$ cat src/rtl/fetch_sequencer.sv
// -----------------------------------------------------------------------------
// fetch_sequencer
//
// Purpose:
//   Instruction fetch sequencer. Resets the program counter, fetches one
//   instruction word from memory into IR, holds it until the decoder asks for
//   the next address, then drives one address-mode select for a single cycle
//   and loads the resulting address (ALout) into the program counter.
//
//   The block does no arithmetic on addresses. It only chooses an address mode
//   and samples whatever the external address logic presents on ALout.
//
// Ports:
//   clk          in   1   clock; all state changes on the rising edge
//   rst          in   1   synchronous, active-high reset
//   ALout        in  16   address from the external address logic
//   PCside       out 16   program counter register, fed back to address logic
//   Iside        out  8   immediate field, IR[7:0]
//   ResetPC      out  1   select: reset address
//   PCplus1      out  1   select: PC + 1
//   PCplusI      out  1   select: PC + immediate
//   Iplus0       out  1   select: immediate
//   Rplus0       out  1   select: register
//   mem_addr     out 16   fetch address (the program counter)
//   mem_rd       out  1   read request, held high for the whole fetch
//   mem_ack      in   1   read complete; mem_data is valid with it
//   mem_data     in  16   read data
//   IR           out 16   instruction register
//   instr_valid  out  1   IR holds an instruction not yet consumed
//   next_valid   in   1   decoder requests the next address
//   next_mode    in   3   requested address mode
//   next_ready   out  1   request accepted this cycle (HOLD only)
//   fetch_err    out  1   one-cycle pulse: fetch timed out
//   mode_err     out  1   one-cycle pulse: illegal mode, PC+1 used instead
//   o_dbg_state  out  2   current FSM state, for debug and checkers
//
// Decoder handshake:
//   A next-address request transfers on a cycle where next_valid and
//   next_ready are both high. next_ready is high only in HOLD. next_valid may
//   be driven in any state; outside HOLD it is simply not looked at, so the
//   decoder may keep it asserted until it sees next_ready.
//
// Memory handshake:
//   mem_rd is held high for every FETCH cycle with mem_addr stable. The first
//   cycle with mem_ack high completes the read. mem_ack in any other state is
//   ignored, which also discards an acknowledge that arrives after a reset
//   abandoned the read.
//
// Reset:
//   While rst is high every combinational output is forced to 0, including
//   ResetPC, so ResetPC first rises in the cycle after rst is released.
// -----------------------------------------------------------------------------
module fetch_sequencer (
    input  logic        clk,
    input  logic        rst,
    input  logic [15:0] ALout,
    output logic [15:0] PCside,
    output logic [7:0]  Iside,
    output logic        ResetPC,
    output logic        PCplus1,
    output logic        PCplusI,
    output logic        Iplus0,
    output logic        Rplus0,
    output logic [15:0] mem_addr,
    output logic        mem_rd,
    input  logic        mem_ack,
    input  logic [15:0] mem_data,
    output logic [15:0] IR,
    output logic        instr_valid,
    input  logic        next_valid,
    input  logic [2:0]  next_mode,
    output logic        next_ready,
    output logic        fetch_err,
    output logic        mode_err,
    output logic [1:0]  o_dbg_state
);

    // -------------------------------------------------------------------------
    // State encoding
    // -------------------------------------------------------------------------
    typedef enum logic [1:0] {
        ST_RSTPC  = 2'd0,
        ST_FETCH  = 2'd1,
        ST_HOLD   = 2'd2,
        ST_UPDATE = 2'd3
    } state_t;

    // Address modes as seen on next_mode.
    localparam logic [2:0] MODE_PC_PLUS_1 = 3'd0;
    localparam logic [2:0] MODE_PC_PLUS_I = 3'd1;
    localparam logic [2:0] MODE_I_PLUS_0  = 3'd2;
    localparam logic [2:0] MODE_R_PLUS_0  = 3'd3;
    localparam logic [2:0] MODE_RESET_PC  = 3'd4;

    // The wait counter reads 0 in the first FETCH cycle, so it reads 14 in
    // the 15th cycle: that is the last cycle an acknowledge is accepted.
    localparam logic [3:0] WAIT_LAST = 4'd14;

    // -------------------------------------------------------------------------
    // Registers
    // -------------------------------------------------------------------------
    state_t      r_state;
    logic [15:0] r_pc;
    logic [15:0] r_ir;
    logic        r_instr_valid;
    logic [3:0]  r_wait;
    logic [2:0]  r_mode;

    // -------------------------------------------------------------------------
    // Combinational signals
    // -------------------------------------------------------------------------
    state_t      w_next_state;
    logic        w_in_fetch;
    logic        w_in_hold;
    logic        w_in_update;
    logic        w_fetch_done;
    logic        w_wait_last;
    logic        w_timeout;
    logic        w_accept;
    logic        w_reset_pc;
    logic        w_pc_plus_1;
    logic        w_pc_plus_i;
    logic        w_i_plus_0;
    logic        w_r_plus_0;
    logic        w_mode_err;

    assign w_in_fetch   = (r_state == ST_FETCH);
    assign w_in_hold    = (r_state == ST_HOLD);
    assign w_in_update  = (r_state == ST_UPDATE);

    assign w_wait_last  = (r_wait == WAIT_LAST);

    // An acknowledge in the last allowed cycle wins over the timeout.
    assign w_fetch_done = w_in_fetch && mem_ack;
    assign w_timeout    = w_in_fetch && !mem_ack && w_wait_last;

    assign w_accept     = w_in_hold && next_valid;

    // -------------------------------------------------------------------------
    // Next-state logic
    // -------------------------------------------------------------------------
    always_comb begin
        w_next_state = r_state;
        case (r_state)
            ST_RSTPC: begin
                w_next_state = ST_FETCH;
            end
            ST_FETCH: begin
                if (mem_ack) begin
                    w_next_state = ST_HOLD;
                end else if (w_wait_last) begin
                    w_next_state = ST_RSTPC;
                end
            end
            ST_HOLD: begin
                if (next_valid) begin
                    w_next_state = ST_UPDATE;
                end
            end
            ST_UPDATE: begin
                w_next_state = ST_FETCH;
            end
            default: begin
                w_next_state = ST_RSTPC;
            end
        endcase
    end

    // -------------------------------------------------------------------------
    // Address-mode select decode
    //
    // RSTPC drives ResetPC. UPDATE drives exactly one select from the latched
    // mode; modes 5-7 fall back to PC+1 and raise mode_err. FETCH and HOLD
    // drive no select at all.
    // -------------------------------------------------------------------------
    always_comb begin
        w_reset_pc  = 1'b0;
        w_pc_plus_1 = 1'b0;
        w_pc_plus_i = 1'b0;
        w_i_plus_0  = 1'b0;
        w_r_plus_0  = 1'b0;
        w_mode_err  = 1'b0;

        if (r_state == ST_RSTPC) begin
            w_reset_pc = 1'b1;
        end else if (w_in_update) begin
            case (r_mode)
                MODE_PC_PLUS_1: w_pc_plus_1 = 1'b1;
                MODE_PC_PLUS_I: w_pc_plus_i = 1'b1;
                MODE_I_PLUS_0:  w_i_plus_0  = 1'b1;
                MODE_R_PLUS_0:  w_r_plus_0  = 1'b1;
                MODE_RESET_PC:  w_reset_pc  = 1'b1;
                default: begin
                    w_pc_plus_1 = 1'b1;
                    w_mode_err  = 1'b1;
                end
            endcase
        end
    end

    // -------------------------------------------------------------------------
    // State register
    // -------------------------------------------------------------------------
    always_ff @(posedge clk) begin
        if (rst) begin
            r_state <= ST_RSTPC;
        end else begin
            r_state <= w_next_state;
        end
    end

    // -------------------------------------------------------------------------
    // Program counter
    //
    // Loaded from ALout at the end of RSTPC and of UPDATE, bit for bit; any
    // wrap-around is the address logic's business.
    // -------------------------------------------------------------------------
    always_ff @(posedge clk) begin
        if (rst) begin
            r_pc <= 16'h0000;
        end else if ((r_state == ST_RSTPC) || w_in_update) begin
            r_pc <= ALout;
        end
    end

    // -------------------------------------------------------------------------
    // Instruction register and valid flag
    //
    // IR changes only on an acknowledge inside FETCH. instr_valid is set by
    // that acknowledge and cleared when the decoder's request is accepted.
    // -------------------------------------------------------------------------
    always_ff @(posedge clk) begin
        if (rst) begin
            r_ir          <= 16'h0000;
            r_instr_valid <= 1'b0;
        end else if (w_fetch_done) begin
            r_ir          <= mem_data;
            r_instr_valid <= 1'b1;
        end else if (w_accept) begin
            r_instr_valid <= 1'b0;
        end
    end

    // -------------------------------------------------------------------------
    // Fetch wait counter
    //
    // Cleared on the way into FETCH (from RSTPC or UPDATE) and advanced on
    // every FETCH cycle without an acknowledge. It never needs to go past
    // WAIT_LAST because FETCH is left in that cycle either way.
    // -------------------------------------------------------------------------
    always_ff @(posedge clk) begin
        if (rst) begin
            r_wait <= 4'd0;
        end else if ((r_state == ST_RSTPC) || w_in_update) begin
            r_wait <= 4'd0;
        end else if (w_in_fetch && !mem_ack && !w_wait_last) begin
            r_wait <= r_wait + 4'd1;
        end
    end

    // -------------------------------------------------------------------------
    // Latched address mode, captured when the decoder request is accepted
    // -------------------------------------------------------------------------
    always_ff @(posedge clk) begin
        if (rst) begin
            r_mode <= 3'd0;
        end else if (w_accept) begin
            r_mode <= next_mode;
        end
    end

    // -------------------------------------------------------------------------
    // Outputs
    //
    // Registered values are presented directly. Everything decoded from the
    // state is masked while rst is high so that no select, request or error
    // can escape during reset, even in the cycle before reset takes effect.
    // -------------------------------------------------------------------------
    assign PCside      = r_pc;
    assign IR          = r_ir;
    assign Iside       = r_ir[7:0];
    assign mem_addr    = rst ? 16'h0000 : r_pc;

    assign instr_valid = r_instr_valid && !rst;
    assign mem_rd      = w_in_fetch    && !rst;
    assign next_ready  = w_in_hold     && !rst;
    assign fetch_err   = w_timeout     && !rst;
    assign mode_err    = w_mode_err    && !rst;

    assign ResetPC     = w_reset_pc    && !rst;
    assign PCplus1     = w_pc_plus_1   && !rst;
    assign PCplusI     = w_pc_plus_i   && !rst;
    assign Iplus0      = w_i_plus_0    && !rst;
    assign Rplus0      = w_r_plus_0    && !rst;

    assign o_dbg_state = rst ? 2'd0 : r_state;

endmodule

$ cat config.mk
export PLATFORM = sky130hd
export DESIGN_NAME = fetch_sequencer
export DESIGN_NICKNAME = d
export VERILOG_FILES = /design/src/rtl/fetch_sequencer.sv
export SDC_FILE = /design/constraint.sdc
export NUM_CORES = 1
export LEC_CHECK = 0
export CELL_PAD_IN_SITES_DETAIL_PLACEMENT = 0
export CELL_PAD_IN_SITES_GLOBAL_PLACEMENT = 1
export CORE_MARGIN = 4
export CORE_UTILIZATION = 30
export CTS_BUF_LIST = sky130_fd_sc_hd__clkbuf_4 sky130_fd_sc_hd__clkbuf_8
export CTS_CLUSTER_SIZE = 24
export DETAILED_ROUTE_END_ITERATION = 6
export PLACE_DENSITY_LB_ADDON = 0.1
export SYNTH_ARGS = -nofsm -noshare
export SYNTH_HDL_FRONTEND = slang
export SYNTH_SLANG_ARGS = --single-unit
$ cat constraint.sdc
create_clock -name clk -period 4.1 [get_ports clk]
set_input_delay 0.82 -clock clk [delete_from_list [all_inputs] [get_ports clk]]
set_output_delay 0.82 -clock clk [all_outputs]
set_load 0.05 [all_outputs]
; ---- Word-level counts from Yosys, hierarchy flattened
; Index checks and enable logic that the tools add are counted.
[word_totals]
regBits = 42
elab_cells = 70
[op_classes]
eq_ne = 10
add_sub_neg = 1
n_reduce_logical = 27
n_mux = 26
[op_table]
columns = operator, count
row1 = 1-bit two-way mux, 20
row2 = 16-bit two-way mux, 1
row3 = 1-bit logical AND, 15
row4 = 2-bit two-way mux, 4
row5 = "3-bit by 2-bit == test with 1-bit output, second input constant", 2
row6 = 2-bit one-hot mux with 3 select lines, 1
row7 = 5-bit OR reduction, 1
row8 = "4-bit by 1-bit adder with 4-bit output, second input constant", 1
row9 = "2-bit == test, second input constant", 2
row10 = "4-bit == test, second input constant", 1
row11 = 2-bit OR reduction, 2
row12 = 4-bit OR reduction, 1
row13 = "3-bit by 1-bit == test with 1-bit output, second input constant", 1
row14 = "3-bit == test, second input constant", 1
row15 = 1-bit logical NOT, 3
row16 = 3-bit logical NOT, 1
row17 = "3-bit by 2-bit inequality test with 1-bit output, second input constant", 1
row18 = "2-bit by 1-bit == test with 1-bit output, second input constant", 1
row19 = 2-bit logical NOT, 1
row20 = "2-bit inequality test, second input constant", 1
row21 = 2-bit AND reduction, 1
row22 = 2-bit nonzero test, 1
row23 = 1-bit logical OR, 1

; ---- Depth between registers and ports, before layout
; Gate-level depths: netlist of the first run.
[logic_depth]
depth_word = 6
depth_mapped = 7
ltp_nobuf = 5

; ---- Worst setup path after synthesis of the first run
; OpenSTA, ideal clock, no wires.
[synth_path]
kind = input to output
from = in rst
to = out fetch_err
t_arrival_ns = 2.946
t_required_ns = 3.280
n_path_buf = 1
setup_slack_ns = 0.334
stages = 3
cell_sequence = buf_2 -> nor2b_1 -> nor3b_1
[synth_between]
elab_chain_len = 2
[synth_rtl]
columns = element, line
row1 = "start, declared", 55  ; input logic rst,
row2 = 1-bit logical NOT, 287  ; assign fetch_err = w_timeout && !rst;
row3 = 1-bit logical AND, 287
row4 = "end, declared", 73  ; output logic fetch_err,
; Every way passes these cells.

; ---- Worst setup path in the final report of the first run
[layout_path]
from = reg r_state[0]
to = out PCplus1
[layout_between]
elab_chain_len = 4
elab_cells_between_ends = 5
cone_classes = 1 x eq/ne / 2 x mux / 2 x reduce/logical
[layout_rtl]
columns = element, line
row1 = "start, declared", 102  ; state_t r_state;
row2 = "start signal, assigned", 208  ; r_state <= w_next_state;
row3 = 2-bit == test, 129  ; assign w_in_update = (r_state == ST_UPDATE);
row4 = 1-bit two-way mux, 186  ; end else if (w_in_update) begin
row5 = 1-bit two-way mux (*), 184  ; if (r_state == ST_RSTPC) begin
row6 = 1-bit logical AND (*), 291  ; assign PCplus1 = w_pc_plus_1 && !rst;
row7 = "end, declared", 60  ; output logic PCplus1,
; Every way passes the cells marked *; elsewhere a longest branch is shown, timed or not.

==> results of run 1 <==
## cell families after synthesis
| group | Yosys count |
|---|---|
| AND/OR/NAND/NOR | 102 |
| flip-flops | 42 |
| AO/OA/AOI/OAI | 32 |
| buffers and inverters | 25 |
| multiplexers | 19 |
| adder cells (fa/ha/maj) | 7 |
## tightest hold or removal path, delay by kind of cell, from the launching register on
kind	cells	cell delay [ns]
and+or+nand+nor	1	0.05
DFF	1	0.31
AOI/OAI and AO/OA	1	0.05
## per-stage QoR
stage          setup WS [ns]  hold WS [ns]  area [µm²]  util (%)
2_1_floorplan         0.3342        0.4471        1929         -
3_3_place_gp          0.9517        0.4413        2969     48.71
3_5_place_dp          0.9345        0.4488        2969     48.71
4_1_cts               0.9099        0.4598        3052     50.06
5_1_grt               0.7612        0.4825        3052     50.06
6_report              0.9252        0.4555        3052     50.06
## cell usage after synthesis, drive strengths merged (2+ instances only)
master  count  area, µm²
inv         5      18.77
ha          7      87.58
and3        2      12.51
mux2i      17      170.2
nand2      39      146.4
dfxtp      42      840.8
nor2       26      97.59
buf        19      121.4
or3         2      12.51
o21ai       2      10.01
a21oi      25      128.9
nor2b      20      125.1
nand2b      2      12.51
mux2        2      22.52
nand3       6      30.03
## placed cells by master (no fill, tap or decap), types with 2 or more instances in the layout
| master | instances |
|---|---|
| mux2_1 | 2 |
| nor2_1 | 26 |
| ha_1 | 7 |
| clkbuf_8 | 6 |
| nand2_1 | 39 |
| and3_1 | 2 |
| nor2b_1 | 20 |
| dfxtp_1 | 42 |
| clkdlybuf4s50_1 | 105 |
| inv_1 | 5 |
| buf_4 | 2 |
| nand2b_1 | 2 |
| or3_1 | 2 |
| a21oi_1 | 24 |
| mux2i_1 | 17 |
| nand3_1 | 6 |
| o21ai_0 | 2 |
## state kept, by name (all words and copies together), names as in the netlist
name           count
IR                16
PCside            16
r_wait             4
r_mode             3
r_state            2
r_instr_valid      1
## path summary, 6_finish.rpt
kind | cells after the start | slack, ns | to
max | 5 | 0.93 | PCplus1
min reg2reg | 2 | 0.46 | IR[9]
max reg2reg | 5 | 1.90 | r_wait[2]
min | 2 | 0.46 | IR[9]
## cell type report
cell class | instances | area, µm² | area share (%)
multi-input combinational | 160 | 944.7 | 30.96
inverter | 5 | 18.77 | 0.6150
timing repair buffer | 108 | 1071 | 35.10
clock buffer | 6 | 82.58 | 2.706
tap | 75 | 93.84 | 3.075
sequential | 42 | 840.8 | 27.55
## power groups by stage
stage                     sequential, mW  clock (mW)  combinational, mW
after floorplan                    0.622           0              0.287
after global placement             0.495           0              0.599
after detailed placement           0.495           0              0.600
after CTS                          0.487       0.276              0.602
after global routing               0.495       0.294              0.630
final                              0.487       0.261              0.595
## per-layer routing
metal	up-vias	share of wire (%)	global-route usage [%]	routed length, µm
met5	-	0	0	0
met4	0	0.55	3.709	29
met3	2	10	7.432	545
met2	71	41	19.17	2138
met1	808	48	18.79	2544
li1	922	-	-	-
==> metrics.txt, run 1 <==
maximum VDD drop 0.2271 mV; core region area 6096 µm²; Fill cells 626; WP data required 3.28 ns; largest family of logic cells by synthesized area simple AND/OR/NAND/NOR gates; Tot Pwr around 1.3 mW; fin. max-slew vios 0; total vias in the final route 1803; DRC viols 0; Hold WC Path Type reg2reg; Placed Instances between 300 and 400; FP Rows 28; Worst Tran Pin Value 0.8981 ns; Top FF cell, synth dfxtp_1; Tmin final 3.175 ns; HPWL Detailed 3862 µm; die width between 80 and 90 µm; clock power share 19.4%; clk_skew 0.006155 ns; Final ANT Viol Nets 0; full die area 7778 µm²; final setup vio count 0; period utilization 77.44%; Crit. End Element output port; IO Count 107; setup TNS 0 ns; Reg power frac between 30 and 40%; Worst R2R Start r_state[0]; simple logic cell fraction of the synthesized area 25.10%; CP cell instances inv_1, ha_1, or3b_1, a21oi_1, clkdlybuf4s50_1; CTS Buf Count 5; Max stage delay on crit path 0.81 ns; HP Start IR[9]; Syn-to-layout area delta 58.17%; CP Buf/Inv Count 2; max_cap viols 0; CTS tree built; CP max FO 4; syn_nets 273; antenna violations before repair 0; Comb pwr share 44.3%; global-route wire length before repair 8424 µm; Critical Path AT 2.35 ns; total wire length between 5000 and 6000 µm; Syn Inst Count 227; Adder-Cell Fraction of Synth Area about 4.5%; Post-CTS Setup Inserts 0; Pint about 810 µW; via count of the first global-routing pass 1782; FFs w/ async S/R, synth 0%; CTS sink count 42; Initial Utilization between 30% and 40%; total gr overflow 0; share of layout cells above drive strength 1 ~3.7%; Root Driver clkbuf_8; Hold Vio Cnt, Final 0; Net Sw Power 535.7 µW; nets@finish ~370; Non-Filler Instances around 400; Netlist Area Pre-Place approximately 1900 µm²; htree depth 2; post-synthesis mux area share between 9 and 10%; Clock transition at path regs 0.08 ns; Startpoint Class register; antenna cells 0; Distinct cells, synth 29; largest net degree at the start of global routing 35; DR vias/cell ~4.6; First-pass DRT Iterations 4; port bufs 106; area fraction in compound gates after synthesis around a tenth; outcome complete, no violations; WS Path Type reg2out; Resized cells post-CTS 0; routability congestion estimate 0.7120; #FFs+latches synth 42; GRT Util Overall 13.88%; sw frac 39.90%; # hold bufs at CTS 0; CP Launch Point r_state[0]; Worst path slowest cell clkdlybuf4s50_1; unrepaired setup endpoints after global routing no; die height slightly below 90 µm; LEAKAGE 1.131 nW; Ys Warns 0; f_max about 310 MHz; EDFF count, synth 0; Seq/Total Area, Yosys between 40% and 50%; worst skew pair latency between 0.2 and 0.3 ns; Worst slew margin 40.13%; Synth Area per Inst 8.499 µm²; Initial DRC Count 99; Pwr Density 439.9 nW/µm²; Top delay family on crit path buffers and inverters; XOR/XNOR Fraction of Synth Area 0%; per-cell routed wire length 13.28 µm; clock buffer depth 2
Power figures use the tool's default switching activity.
==> run 2, diff against run 1 <==
- CORE_UTILIZATION: 30 -> 28
- clock period: 4.1 -> 3 ns (I/O delays scaled with it)
==> metrics.txt, run 2 (same netlist as run 1, synthesis figures left out) <==
Non-Filler Instances 401 (was 396); antenna violations before repair 0 (unchanged); Final WS setup 0.3309 ns (was 0.9252 ns); Initial DRC Count 66 (was 99); Syn-to-layout area delta 60.90% (was 58.17%); unrepaired setup endpoints after global routing no (unchanged); clock power share 23.5% (was 19.4%); fin util 47.53% (was 50.06%); nets@finish 370 (was 368); GRT Util Overall 12.77% (was 13.88%); Hold WC Path Type reg2reg (unchanged); Hold Vio Cnt, Final 0 (unchanged); WS Path Type reg2out (unchanged); Resized cells post-CTS 0 (unchanged); share of layout cells above drive strength 1 11.11% (was 3.738%); # hold bufs at CTS 0 (unchanged); First-pass DRT Iterations 4 (unchanged); htree depth 2 (unchanged); Worst Tran Pin Value 0.6202 ns (was 0.8981 ns); clock buffer depth 2 (unchanged); maximum VDD drop 0.3033 mV (was 0.2271 mV); DRC viols 0 (unchanged); largest net degree at the start of global routing 28 (was 35); fin. max-slew vios 0 (unchanged); sw frac 38.43% (was 39.90%); CTS Buf Count 5 (unchanged); f_max approximately 370 MHz; max_cap viols 0 (unchanged); FP Rows 29 (was 28); worst skew pair latency 0.29 ns (about the same); DR vias/cell 4.466 (was 4.553); Startpoint Class register (unchanged); IO Count 107 (unchanged); Tmin final 2.669 ns; per-cell routed wire length 13.39 µm (was 13.28 µm); Setup WS pre-CTS 0.4629 ns (was 0.9345 ns); CTS tree built (unchanged); LEAKAGE 1.204 nW (was 1.131 nW); antenna cells 0 (unchanged); Pint 1.188 mW (was 806.8 µW); Hold Path Stages 2 (unchanged); outcome complete, no violations (unchanged); Worst Hold Path EP IR[11] (was IR[9]); Final ANT Viol Nets 0 (unchanged); routability congestion estimate 0.6691 (was 0.7120); Initial Utilization 29.54% (was 31.65%); reg2reg path depth 5 (unchanged); Root Driver clkbuf_8 (unchanged); Worst R2R Start r_state[0] (unchanged); CP cell instances inv_1, ha_1, a31oi_1, nor2_1, clkdlybuf4s50_1 (was inv_1, ha_1, or3b_1, a21oi_1, clkdlybuf4s50_1); total gr overflow 0 (unchanged); port bufs 106 (unchanged); total vias in the final route 1791 (was 1803); Max stage delay on crit path 0.72 ns (was 0.81 ns); period utilization about nine tenths; Crit. End Element output port (unchanged); Net Sw Power 741.3 µW (was 535.7 µW); setup TNS 0 ns (unchanged); Post-CTS Setup Inserts 0 (unchanged); core region area 6531 µm² (was 6096 µm²); total wire length 5370 µm (was 5258 µm); FF-to-FF End r_state[1] (was r_wait[2]); Pwr Density 621.4 nW/µm² (was 439.9 nW/µm²); global-route wire length before repair 8590 µm (was 8424 µm); Clock transition at path regs 0.08 ns (about the same); die width 91.01 µm (was 88.20 µm); CTS sink count 42 (unchanged); HP Start IR[11] (was IR[9]); reg2reg setup slack 1.43 ns (was 1.90 ns); full die area 8283 µm² (was 7778 µm²); Placed Instances 394 (was 390); clk_skew 0.004715 ns (was 0.006155 ns); die height 91.01 µm (was 88.20 µm); Worst path slowest cell clkdlybuf4s50_1 (unchanged); Worst slew margin 58.65% (was 40.13%); Comb pwr share 42.0% (was 44.3%); HPWL Detailed 4068 µm (was 3862 µm); Critical Path AT 2.07 ns (was 2.35 ns); WP data required 2.40 ns (was 3.28 ns); commonest non-fill, non-tap cell in the layout clkdlybuf4s50_1 (unchanged); Reg power frac 34.5% (was 36.3%); final setup vio count 0 (unchanged); CP max FO 4 (unchanged); commonest cells after routing, fill and taps aside clkdlybuf4s50_1 (85), dfxtp_1 (42), nand2_1 (39) (was clkdlybuf4s50_1 (105), dfxtp_1 (42), nand2_1 (39)); via count of the first global-routing pass 1725 (was 1782)
[run 2: cell types whose count changed in the layout (fill, tap and decap cells not counted)]
cell / before / now
clkdlybuf4s50_1: 105 / 85
buf_12: 0 / 4
nor3b_2: 0 / 1
nor3b_1: 1 / 0
bufinv_16: 0 / 1
buf_4: 2 / 20
[run 2: area by class of cell]
cell class / instances / area [µm²]
Clock inverter: 1 / 30.03
Clock buffer: 6 / 82.58
Sequential cell: 42 / 840.8
Multi-Input combinational cell: 160 / 949.7
Tap cell: 77 / 96.34
Fill cell: 656 / 3427
Inverter: 5 / 18.77
Timing Repair Buffer: 110 / 1086
[run 2: per-layer routing]
metal	global-route usage [%]	wire length, µm	vias up	part of all wire, %
met3	6.198	562	6	10
met5	0	0	-	0
met4	3.769	59	0	1.1
met2	19.31	2284	73	43
li1	-	-	931	-
met1	16.13	2463	781	46
[run 2: how the worst max path moves through the flow]
stage,to,cells after the start,slack (ns),start
after CTS,next_ready,4,0.30,r_state[0]
after global routing,ResetPC,5,0.16,r_state[0]
final,ResetPC,5,0.33,r_state[0]
after global placement,PCplus1,5,0.48,rst
after detailed placement,instr_valid,3,0.46,rst
after floorplan,fetch_err,3,0.12,rst
[run 2: power groups by stage]
stage / sequential (mW) / clock (mW) / combinational (mW)
CTS: 0.666 / 0.472 / 0.822
detailed placement: 0.678 / 0 / 0.820
global placement: 0.677 / 0 / 0.818
finish: 0.665 / 0.454 / 0.810
floorplan: 0.850 / 0 / 0.392
global route: 0.677 / 0.502 / 0.858
[run 2: critical path, delay by kind of cell (launching register included)]
kind                     cells  cell delay (ns)
AO/OA/AOI/OAI                1             0.24
adder cells (fa/ha/maj)      1             0.26
buffers and inverters        2             0.82
flip-flops                   1             0.39
AND/OR/NAND/NOR              1             0.07
[run 2: per-stage QoR]
stage | hold slack (ns) | cell area (µm²) | power [mW]
floorplan | 0.4471 | 1934 | 1.242
global placement | 0.4421 | 2992 | 1.495
detailed placement | 0.4500 | 2992 | 1.499
CTS | 0.4606 | 3104 | 1.961
global route | 0.4772 | 3104 | 2.037
finish | 0.4584 | 3104 | 1.929
==> run 3, diff against run 2 <==
- CELL_PAD_IN_SITES_DETAIL_PLACEMENT: 0 -> unset
- CELL_PAD_IN_SITES_GLOBAL_PLACEMENT: 1 -> unset
- CORE_UTILIZATION: 28 -> 35
==> metrics.txt, run 3 (same netlist as run 1, synthesis figures left out) <==
outcome complete, no violations (unchanged); Crit. End Element output port (unchanged); LEAKAGE 1.188 nW (was 1.204 nW); Critical Path AT 1.97 ns (was 2.07 ns); Fill cells 484 (was 656); htree depth 2 (unchanged); Max stage delay on crit path 0.39 ns (was 0.72 ns); FP Rows 26 (was 29); Final WS setup 0.4297 ns (was 0.3309 ns); Worst path slowest cell or3b_1 (was clkdlybuf4s50_1); Pwr Density 615.1 nW/µm² (was 621.4 nW/µm²); CTS sink count 42 (unchanged); Final ANT Viol Nets 0 (unchanged); footprint of the multi-input gates 949.7 µm² (unchanged); largest net degree at the start of global routing 34 (was 28); HPWL Detailed 3906 µm (was 4068 µm); DR vias/cell 4.683 (was 4.466); core region area 5238 µm² (was 6531 µm²); full die area 6764 µm² (was 8283 µm²); Clock transition at path regs 0.07 ns (was 0.08 ns); Hold Vio Cnt, Final 0 (unchanged); Worst Tran Pin Value 0.6246 ns (was 0.6202 ns); Reg power frac 34.7% (was 34.5%); per-cell routed wire length 12.89 µm (was 13.39 µm); maximum VDD drop 0.3134 mV (was 0.3033 mV); via count of the first global-routing pass 1788 (was 1725); die height 82.25 µm (was 91.01 µm); Initial DRC Count 68 (was 66); WS Path Type in2out (was reg2out); Tmin final 2.570 ns (was 2.669 ns); Setup WS pre-CTS 0.4053 ns (was 0.4629 ns); Initial Utilization 36.84% (was 29.54%); period utilization 85.68% (was 88.97%); Net Sw Power 746.9 µW (was 741.3 µW); clk_skew 0.01004 ns (was 0.004715 ns); antenna cells 0 (unchanged); setup TNS 0 ns (unchanged); worst skew pair latency 0.30 ns (was 0.29 ns); commonest non-fill, non-tap cell in the layout clkdlybuf4s50_1 (unchanged); clock power share 23.2% (was 23.5%); First-pass DRT Iterations 4 (unchanged); DRC viols 0 (unchanged); unrepaired setup endpoints after global routing no (unchanged); Worst slew margin 58.36% (was 58.65%); Syn-to-layout area delta 61.74% (was 60.90%); Resized cells post-CTS 0 (unchanged); IO Count 107 (unchanged); port bufs 106 (unchanged); final setup vio count 0 (unchanged); WP data required 2.40 ns (about the same); CP cell instances buf_2, buf_4, or3b_1, a21oi_1, buf_12 (was inv_1, ha_1, a31oi_1, nor2_1, clkdlybuf4s50_1); total vias in the final route 1845 (was 1791); clock buffer depth 2 (unchanged); Startpoint Class input port (was register); antenna violations before repair 0 (unchanged); fin. max-slew vios 0 (unchanged); register area 840.8 µm² (unchanged); Comb pwr share 42.1% (was 42.0%); Pint 1.172 mW (was 1.188 mW); global-route wire length before repair 8107 µm (was 8590 µm); total wire length 5078 µm (was 5370 µm); Root Driver clkbuf_8 (unchanged); reg2reg setup slack 1.43 ns (about the same); sw frac 38.92% (was 38.43%); nets@finish 369 (was 370); CTS tree built (unchanged); routability congestion estimate 0.7500 (was 0.6691); die width 82.25 µm (was 91.01 µm); commonest cells after routing, fill and taps aside clkdlybuf4s50_1 (93), dfxtp_1 (42), nand2_1 (39) (was clkdlybuf4s50_1 (85), dfxtp_1 (42), nand2_1 (39)); # hold bufs at CTS 0 (unchanged); max_cap viols 0 (unchanged); GRT Util Overall 15.48% (was 12.77%); Hold WC Path Type reg2reg (unchanged); CP max FO 33 (was 4); CTS Buf Count 5 (unchanged); f_max 389.1 MHz (was 374.7 MHz); total gr overflow 0 (unchanged); Post-CTS Setup Inserts 0 (unchanged); share of layout cells above drive strength 1 8.642% (was 11.11%)
[run 3: changes by cell type in the layout (fill, tap and decap cells not counted), sizes merged]
cell	delta
clkdlybuf4s50	+8
clkbuf	-1
clkinv	+1
buf	-9
inv	+1
[run 3: metrics by stage]
step,std cells,instance area (µm²),utilization [%],hold slack (ns),power (mW)
2_1_floorplan,227,1934,-,0.4471,1.242
3_3_place_gp,386,3008,57.43,0.4416,1.489
3_5_place_dp,386,3008,57.43,0.4478,1.495
4_1_cts,394,3120,59.58,0.4598,1.944
5_1_grt,394,3120,59.58,0.4711,2.017
6_report,394,3120,59.58,0.4567,1.919
[run 3: area by class of cell]
class                           instances  share of cell area (%)
Tap cell                               70                   2.807
Clock buffer                            5                   2.205
Timing Repair Buffer                  109                   35.61
Clock inverter                          3                   1.403
Sequential cell                        42                   26.94
Multi-Input combinational cell        160                   30.43
Inverter                                5                  0.6014
[run 3: final timing paths]
| check | startpoint | to | cells after the start |
|---|---|---|---|
| worst max-delay path | rst | PCplus1 | 5 |
| worst min-delay path | IR[12] | IR[12] | 2 |
| worst max register to register | r_state[1] | IR[4] | 5 |
| worst min register to register | IR[12] | IR[12] | 2 |
[run 3: worst max-delay path, delay by kind of cell]
kind,cells,cell delay (ns)
AOI/OAI and AO/OA,1,0.23
buffers and inverters,3,0.73
and+or+nand+nor,1,0.39
[run 3: metal layers]
| layer | part of all wire (%) | global-route usage [%] | vias to the layer above |
|---|---|---|---|
| li1 | - | - | 929 |
| met1 | 45 | 19.79 | 833 |
| met2 | 43 | 23.56 | 74 |
| met3 | 9.9 | 6.399 | 9 |
| met4 | 2.1 | 4.983 | 0 |
| met5 | 0 | 0 | - |
[run 3: power by group through the flow]
stage | combinational (mW) | sequential (mW) | clock (mW)
finish | 0.808 | 0.666 | 0.445
global route | 0.860 | 0.676 | 0.481
CTS | 0.819 | 0.667 | 0.458
detailed placement | 0.818 | 0.678 | 0
global placement | 0.813 | 0.677 | 0
floorplan | 0.392 | 0.850 | 0
